File: src/rtl/serial_subtractor_pkg.sv
// Shared constants for the bit-serial subtractor: FSM state codes,
// default operand width and a counter-width helper.
package serial_subtractor_pkg;

  localparam int SUB_W = 8;

  localparam logic [1:0] ST_IDLE  = 2'd0;
  localparam logic [1:0] ST_SHIFT = 2'd1;
  localparam logic [1:0] ST_DONE  = 2'd2;

  // Bits needed to count 0..w-1; never less than one bit.
  function automatic int cnt_width(input int w);
    return (w <= 2) ? 1 : $clog2(w);
  endfunction

endpackage

File: src/rtl/serial_subtractor_cell.sv
// Combinational full-subtractor cell built from two half subtractors
// and an OR gate that merges their borrows.

// Half subtractor: d = x - y, bout set when y exceeds x.
module half_subtractor (
  input  logic x,
  input  logic y,
  output logic d,
  output logic bout
);
  assign d    = x ^ y;
  assign bout = ~x & y;
endmodule

// Full subtractor: d = x - y - bin with borrow out.
module fullsubtractor_cell (
  input  logic x,
  input  logic y,
  input  logic bin,
  output logic d,
  output logic bout
);
  logic d1, b1, b2;

  half_subtractor u_hs0 (.x(x),  .y(y),   .d(d1), .bout(b1));
  half_subtractor u_hs1 (.x(d1), .y(bin), .d(d),  .bout(b2));

  assign bout = b1 | b2;
endmodule

File: src/rtl/serial_subtractor.sv
// Bit-serial unsigned subtractor: diff = a - b, LSB first, one bit per
// clock, with a start/ready/done handshake and a registered borrow chain.
module serial_subtractor
  import serial_subtractor_pkg::*;
#(
  parameter int W = SUB_W
) (
  input  logic         clk,
  input  logic         rst_n,
  input  logic         start,
  input  logic [W-1:0] a,
  input  logic [W-1:0] b,
  output logic         ready,
  output logic         busy,
  output logic         done,
  output logic [W-1:0] diff,
  output logic         borrow_out
);

  localparam int CW = cnt_width(W);

  logic [1:0]    state_q, state_d;
  logic [W-1:0]  a_q, a_d, b_q, b_d;
  logic [W-1:0]  res_q, res_d;
  logic [W-1:0]  diff_q, diff_d;
  logic          bq_q, bq_d;
  logic          bout_q, bout_d;
  logic [CW-1:0] cnt_q, cnt_d;

  logic cell_d, cell_bn;
  logic last;
  logic load;

  fullsubtractor_cell u_cell (
    .x    (a_q[0]),
    .y    (b_q[0]),
    .bin  (bq_q),
    .d    (cell_d),
    .bout (cell_bn)
  );

  assign last = (cnt_q == CW'(W - 1));

  // Next-state logic: accept in IDLE/DONE, shift W times, publish on the last bit.
  always_comb begin
    state_d = state_q;
    a_d     = a_q;
    b_d     = b_q;
    res_d   = res_q;
    diff_d  = diff_q;
    bq_d    = bq_q;
    bout_d  = bout_q;
    cnt_d   = cnt_q;
    load    = 1'b0;

    case (state_q)
      ST_IDLE: begin
        load = start;
      end
      ST_SHIFT: begin
        a_d   = {1'b0, a_q[W-1:1]};
        b_d   = {1'b0, b_q[W-1:1]};
        res_d = {cell_d, res_q[W-1:1]};
        bq_d  = cell_bn;
        cnt_d = cnt_q + CW'(1);
        if (last) begin
          state_d = ST_DONE;
          diff_d  = {cell_d, res_q[W-1:1]};
          bout_d  = cell_bn;
        end
      end
      ST_DONE: begin
        state_d = ST_IDLE;
        load    = start;
      end
      default: begin
        state_d = ST_IDLE;
      end
    endcase

    // Operand capture shared by IDLE and the back-to-back path out of DONE.
    if (load) begin
      state_d = ST_SHIFT;
      a_d     = a;
      b_d     = b;
      res_d   = '0;
      bq_d    = 1'b0;
      cnt_d   = '0;
    end
  end

  // State, datapath and result registers with asynchronous clear.
  always_ff @(posedge clk or negedge rst_n) begin
    if (!rst_n) begin
      state_q <= ST_IDLE;
      a_q     <= '0;
      b_q     <= '0;
      res_q   <= '0;
      diff_q  <= '0;
      bq_q    <= 1'b0;
      bout_q  <= 1'b0;
      cnt_q   <= '0;
    end else begin
      state_q <= state_d;
      a_q     <= a_d;
      b_q     <= b_d;
      res_q   <= res_d;
      diff_q  <= diff_d;
      bq_q    <= bq_d;
      bout_q  <= bout_d;
      cnt_q   <= cnt_d;
    end
  end

  assign ready      = (state_q == ST_IDLE) || (state_q == ST_DONE);
  assign busy       = (state_q == ST_SHIFT);
  assign done       = (state_q == ST_DONE);
  assign diff       = diff_q;
  assign borrow_out = bout_q;

endmodule

File: config.mk
export PLATFORM = sky130hd
export DESIGN_NAME = serial_subtractor
export DESIGN_NICKNAME = d
export VERILOG_FILES = /design/src/rtl/serial_subtractor_pkg.sv /design/src/rtl/serial_subtractor_cell.sv /design/src/rtl/serial_subtractor.sv
export SDC_FILE = /design/constraint.sdc
export NUM_CORES = 1
export LEC_CHECK = 0
export BUFFER_PORTS_ARGS = -buffer_cell sky130_fd_sc_hd__buf_4
export CAP_MARGIN = 20
export CORE_UTILIZATION = 60
export CTS_CLUSTER_SIZE = 12
export DETAILED_ROUTE_END_ITERATION = 10
export GPL_TIMING_DRIVEN = 1
export PLACE_DENSITY_LB_ADDON = 0.12
export SLEW_MARGIN = 30
export SYNTH_ARGS = -nofsm -noshare
export SYNTH_HDL_FRONTEND = slang
export SYNTH_HIERARCHICAL = 1
export SYNTH_SLANG_ARGS = --single-unit
File: constraint.sdc
create_clock -name clk -period 4 [get_ports clk]
set_clock_uncertainty 0.2 [all_clocks]
set_input_delay 0.2 -clock clk [delete_from_list [all_inputs] [get_ports clk]]
set_output_delay 0.2 -clock clk [all_outputs]
set_load 0.01 [all_outputs]
==> results.ini, run 1 <==
[final_layout]
drive_above_1_share_pct=25.1
num-nets-final=213
antenna_cells=0
final_cell_mix=54 x mux2i_1, 38 x dfrtp_1, 32 x buf_4
fin_area_sq_um=2390
area_growth_pct=22.6
fillers=216
layout_commonest_cell=mux2i_1

[detailed_routing]
drtAntennaViolNets=0
wl_microns=3610
dr.first_iter.drc_count=50
drc=0
firstDrtPassIters=4
routedWlPerCell_microns=15.4
vias=1264
viasPerCell=5.38

[synthesis]
synth-seq-area-share_pct=48.7
synth_area_leaders=dfrtp_1 49%, mux2i_1 28%, mux2_4 6.9%
ys_seq_elements=38
netlist_area_sq_um=1950
synth_fp_nets=168
syn-mean-instance-area_sq_um=13.5
synth_top_area_share_pct=48.7
ys_types=17
synth_top_cell_by_area=dfrtp_1
yosys_warnings=6
synth_cells=145

[clocking]
htree_levels=2
clk_pin_slew_ps=110
cts_buffers=5
post_cts_resized=0
clkSinkCount=38
clk_latency_ps=340
cts_tree=done
clock_path_buffers=2
root_buffer=clkbuf_4

[critical_path]
end_kind=primary output
endpoint=busy
crit_fanout=16
worstPathArrival_ps=1650
rr_worst_depth=4
r2r_setup_slack_ps=2030
critPathLaunchType=flop
timing.rr.end=diff[0]$_DFFE_PN0P_
path_class=reg2out
crit_start=state_q[0]$_DFFE_PN0P_
required_ps=3600
timing.rr.start=cnt_q[0]$_DFFE_PN0P_

[placed_design]
dp_hpwl_microns=2220
place_area_sq_um=2160
pre_cts_slack_ps=2040
port-buffer-count=30
place_congestion=0.768

[grt]
gr-usage-all-layers_pct=23.6
grt_max_degree=39
grt_pass1_wl_microns=6040
grt_pass1_vias=1329
overflow=0
grt.met1_usage_pct=27.6
use_met3_pct=6.11
top_usage_layer=met2
antenna_found_initial=0
grt_use_met2_pct=42.4

[pwr]
power_density_nw_per_um2=630
leakage_nw=1.19
max-vdd-ir-drop_mv=0.338

[floorplanning]
rows=20
core_region_area_sq_um=3080
die_area_sq_um=3490
fp.dieW_microns=59.0
die_h_microns=59.0
num_io_pins=31
initial_utilization_pct=63.4

[sta]
min_period_ps=2050
max_freq_mhz=487
finalHoldViolations=0
finalSetupViolCount=0
rsz0062_at_grt=no
fin_ws_ps=1950
finalSetupTns_ps=0
worstMarginPinSlew_ps=810
period_share_pct=51.3
maxSlewViolCount=0
slew_headroom_pct=45.8

[worst_hold_path]
hp-class=in2async

[flow_run]
cap_violations=0

[status]
status=finished, final reports clean

-- sequential cells by signal, indices dropped and copies added, names as in the netlist --
register    count
b_q             8
a_q             8
borrow_out      1
cnt_q           3
res_q           7
state_q         2
bq_q            1
diff            8
-- through the flow --
stage          power, mW  hold WS, ps  instances  utilization (%)
2_1_floorplan       1.11         -296        145                -
3_3_place_gp        1.26        -13.7        210             70.2
3_5_place_dp        1.30        -6.08        210             70.2
4_1_cts             1.52          150        235             77.7
5_1_grt             1.62          162        235             77.7
6_report            1.51          142        235             77.7
-- synthesized netlist by cell type --
cell       instances
nand3_1            2
buf_2              5
dfrtp_1           38
mux2_4             9
buf_4              2
or2_1              1
a22o_1             2
nand3b_1           1
nor2b_1            2
ha_1               4
nor2_1             1
o21ai_1            2
buf_6              4
inv_1              7
mux2i_1           54
xnor2_1            1
o2bb2ai_1         10
-- where the power goes --
group / switching, mW / leakage, nW / internal (mW) / total [mW]
combinational: 0.274 / 0.665 / 0.340 / 0.614
clock: 0.122 / 0.0353 / 0.0853 / 0.208
sequential: 0.138 / 0.488 / 0.546 / 0.685
total: 0.535 / 1.19 / 0.971 / 1.51
-- worst min path at each step --
stage / to / slack (ps) / cells after the start
finish: diff[4]$_DFFE_PN0P_ / 140 / 2
floorplan: a_q[0]$_DFFE_PN0P_ / -300 / 0
detailed placement: diff[5]$_DFFE_PN0P_ / -6 / 1
CTS: b_q[4]$_DFFE_PN0P_ / 150 / 3
global route: b_q[0]$_DFFE_PN0P_ / 160 / 3
global placement: diff[5]$_DFFE_PN0P_ / -10 / 1
-- area by class of cell --
cell class,instances,area (sq um),area share (%)
multi-input combinational,89,890,37.2
inverter,7,26.3,1.10
timing repair buffer,49,410,17.2
clock buffer,7,55.1,2.30
tap,44,55.1,2.30
sequential,38,951,39.7
clock inverter,1,5.00,0.209
-- layer usage --
| layer | wire length, microns | part of all wire (%) |
|---|---|---|
| met5 | 0 | 0 |
| met4 | 41 | 1.1 |
| met3 | 123 | 3.4 |
| met2 | 1890 | 52 |
| met1 | 1560 | 43 |
-- worst max-delay path, stage by stage (launching register included) --
cell,delay [ps]
dfrtp_1,570
buf_4,330
nor2b_1,250
buf_4,160
-- logic make-up after synthesis --
group | count (synthesis) | share of synthesized area, %
simple gates | 7 | 2.05
flops | 38 | 48.7
mux | 63 | 34.6
buf+inv | 18 | 5.70
xor+xnor | 1 | 0.449
compound gates | 14 | 5.90
fa+ha+maj | 4 | 2.56
-- timing repair --
item / in CTS / in global routing
setup buffers: 0 / 0
endpoints found under the setup margin: 0 / 0
hold endpoints to repair: 54 / 0
hold buffers: 17 / 0
No activity file was read; power rests on OpenSTA's default activity.
==> run 2: changes to the inputs <==
--- a/config.mk
+++ b/config.mk
@@ -5,9 +5,10 @@
 export SDC_FILE = /design/constraint.sdc
 export NUM_CORES = 1
 export LEC_CHECK = 0
+export ABC_AREA = 1
 export BUFFER_PORTS_ARGS = -buffer_cell sky130_fd_sc_hd__buf_4
 export CAP_MARGIN = 20
-export CORE_UTILIZATION = 60
+export CORE_UTILIZATION = 54
 export CTS_CLUSTER_SIZE = 12
 export DETAILED_ROUTE_END_ITERATION = 10
 export GPL_TIMING_DRIVEN = 1
==> constraint.sdc (replaced) <==
create_clock -name clk -period 2.02 [get_ports clk]
set_clock_uncertainty 0.2 [all_clocks]
set_input_delay 0.101 -clock clk [delete_from_list [all_inputs] [get_ports clk]]
set_output_delay 0.101 -clock clk [all_outputs]
set_load 0.01 [all_outputs]
==> run 2 against run 1 <==
  * Global-route usage fell by 2.2 points
  * Area after synthesis is 11% lower
  * Total power increased by 100%
  * Critical path depth grew 1
  * Hold slack worse by 130 ps
  * Worst setup slack lost 1800 ps
  * Sequential power is 94% higher
  * First-iteration DRC count grew 4.0%
  * Combinational power increased by 110%
  * Synthesized cell count grew 41%
  * Die area is 0.90% lower
  * Utilization is 5.6 points lower
==> results.ini, run 2 <==
[status]
status=finished, final reports clean

[synthesis]
synth-edff-count=0  ; unchanged
ys_types=16  ; -1
netlist_area_sq_um=1740  ; -11%
synth_top_cell_by_area=dfrtp_1
ys_seq_elements=38  ; unchanged
synthArstFlopShare_pct=100  ; unchanged
synth_area_leaders=dfrtp_1 55%, nand2_1 19%, nand3_1 11%
synth_fp_nets=227  ; +35%
yosysMostFrequentCell=nand2_1
synth_cells=204  ; +41%
synthTopCellsByCount=86 x nand2_1, 39 x nand3_1, 38 x dfrtp_1
ys.flop_type=dfrtp_1
synth-seq-area-share_pct=54.6  ; +5.9 points
synth_top_area_share_pct=54.6  ; +5.9 points
syn-mean-instance-area_sq_um=8.53  ; -37%
yosys_warnings=6  ; unchanged

[clocking]
cts_tree=done
clk_pin_slew_ps=110  ; about the same
cts_buffers=5  ; unchanged
htree_levels=2  ; unchanged
root_buffer=clkbuf_4
clkSinkCount=38  ; unchanged
clk_latency_ps=340  ; about the same
clock_path_buffers=2  ; unchanged

[detailed_routing]
drc=0  ; unchanged
wl_microns=3370  ; -6.8%
routedWlPerCell_microns=11.4  ; -26%
firstDrtPassIters=4  ; unchanged
drtAntennaViolNets=0  ; unchanged
viasPerCell=4.84  ; -10%
vias=1432  ; +13%
dr.first_iter.drc_count=52  ; +4.0%

[sta]
fin_ws_ps=171  ; -1770 ps
slew_headroom_pct=60.8  ; +15 points
min_period_ps=1850
period_share_pct=91.5
rsz0062_at_grt=no
finalSetupTns_ps=0  ; unchanged
worstMarginPinSlew_ps=586  ; -224 ps
whs_ps=17.2  ; -125 ps
maxSlewViolCount=0  ; unchanged
finalSetupViolCount=0  ; unchanged
finalHoldViolations=0  ; unchanged
max_freq_mhz=541

[final_layout]
drive_above_1_share_pct=18.3  ; -6.9 points
area_growth_pct=26.5
antenna_cells=0  ; unchanged
layout_commonest_cell=nand2_1
num-nets-final=274  ; +29%
post-route-util_pct=72.1  ; -5.6 points
final_cell_mix=86 x nand2_1, 39 x nand3_1, 38 x dfrtp_1

[placed_design]
dp_hpwl_microns=2060  ; -7.2%
pre_cts_slack_ps=392  ; -1650 ps
place_congestion=0.800  ; +4.2%
port-buffer-count=30  ; unchanged

[worst_hold_path]
hp-class=in2reg
hp-start=start

[critical_path]
crit_start=state_q[0]$_DFFE_PN0P_
slowest_delay_ps=580  ; about the same
worstPathCellList=nor2_4 -> nand2_1 -> dlygate4sd3_1 -> nand2_1
path_common_cell=nand2_1
path_class=reg2reg
required_ps=2100  ; -1500 ps
crit_family=buffers and inverters
path_buf_inv=1  ; -1
timing.rr.start=state_q[0]$_DFFE_PN0P_
end_kind=flop
critPathLaunchType=flop
slowest_stage=dlygate4sd3_1
crit_fanout=16  ; unchanged
r2r_setup_slack_ps=170  ; -1860 ps
worstPathArrival_ps=1930  ; +280 ps

[pwr]
power_density_nw_per_um2=1380  ; +120%
max-vdd-ir-drop_mv=0.677  ; +100%
total_power_mw=3.04  ; +100%
leakage_nw=1.19  ; about the same

[floorplanning]
fp.dieW_microns=58.8  ; -0.45%
num_io_pins=31  ; unchanged
die_area_sq_um=3450  ; -0.90%
rows=20  ; unchanged
die_h_microns=58.8  ; -0.45%
core_region_area_sq_um=3050  ; -0.81%
initial_utilization_pct=57.0  ; -6.4 points

[grt]
grt_pass1_wl_microns=5460  ; -9.5%
grt_pass1_vias=1298  ; -2.3%
antenna_found_initial=0  ; unchanged
grt_max_degree=39  ; unchanged
overflow=0  ; unchanged
gr-usage-all-layers_pct=21.4  ; -2.2 points

[flow_run]
cap_violations=0  ; unchanged

run 2: cell count changes after synthesis, moves of 3 or more:
cell       change
inv_1          +6
mux2_4         -9
mux2i_1       -54
nand2_1       +86
nand2_2        +3
nand3_1       +37
o2bb2ai_1     -10
run 2: area by class of cell:
type	count	area, sq um
clock buffers	7	55.1
clock inverters	1	5.00
fillers	245	851
inverters	15	56.3
multi-input cells	141	657
flip-flops and latches	38	951
well taps	44	55.1
repair buffers	50	423
run 2: worst paths after layout:
kind                            cells past startpoint                  end
worst min register to register                      2  diff[6]$_DFFE_PN0P_
worst max register to register                      4   a_q[7]$_DFFE_PN0P_
max in group asynchronous                           2   a_q[2]$_DFFE_PN0P_
worst min-delay path                                5   b_q[0]$_DFFE_PN0P_
worst max-delay path                                4   a_q[7]$_DFFE_PN0P_
min in group asynchronous                           2  diff[1]$_DFFE_PN0P_
run 2: per-layer routing:
layer | GRT usage [%] | vias up | routed length, microns
li1 | - | 734 | -
met1 | 26.3 | 652 | 1480
met2 | 34.9 | 37 | 1700
met3 | 4.84 | 9 | 109
met4 | 11.6 | 0 | 85
met5 | 0 | - | 0
run 2: repair_timing:
item	in CTS	in global routing
buffers inserted	0	0
endpoints found under the hold margin	54	0
resized for setup	0	0
hold buffers	19	0
run 2: worst min-delay path: cells and delay by family:
family / cells / cell delay [ps]
buffers and inverters: 2 / 210
AND/OR/NAND/NOR: 3 / 220
run 2: metrics by stage:
stage	instances	area (sq um)
2_1_floorplan	204	1740
3_3_place_gp	269	1950
6_report	296	2200
4_1_cts	296	2200
3_5_place_dp	269	1950
5_1_grt	296	2200
run 2: where the power goes:
group | leakage, nW | internal [mW] | switching, mW
registers | 0.477 | 1.10 | 0.220
logic | 0.676 | 0.540 | 0.761
clock network | 0.0353 | 0.169 | 0.242
run 2: logic make-up after synthesis:
kind of cell / after synthesis / share of synthesized area, %
buffers and inverters: 25 / 7.62
AO/OA/AOI/OAI: 4 / 1.15
AND/OR/NAND/NOR: 133 / 33.7
adder cells (fa/ha/maj): 4 / 2.88
flip-flops: 38 / 54.6
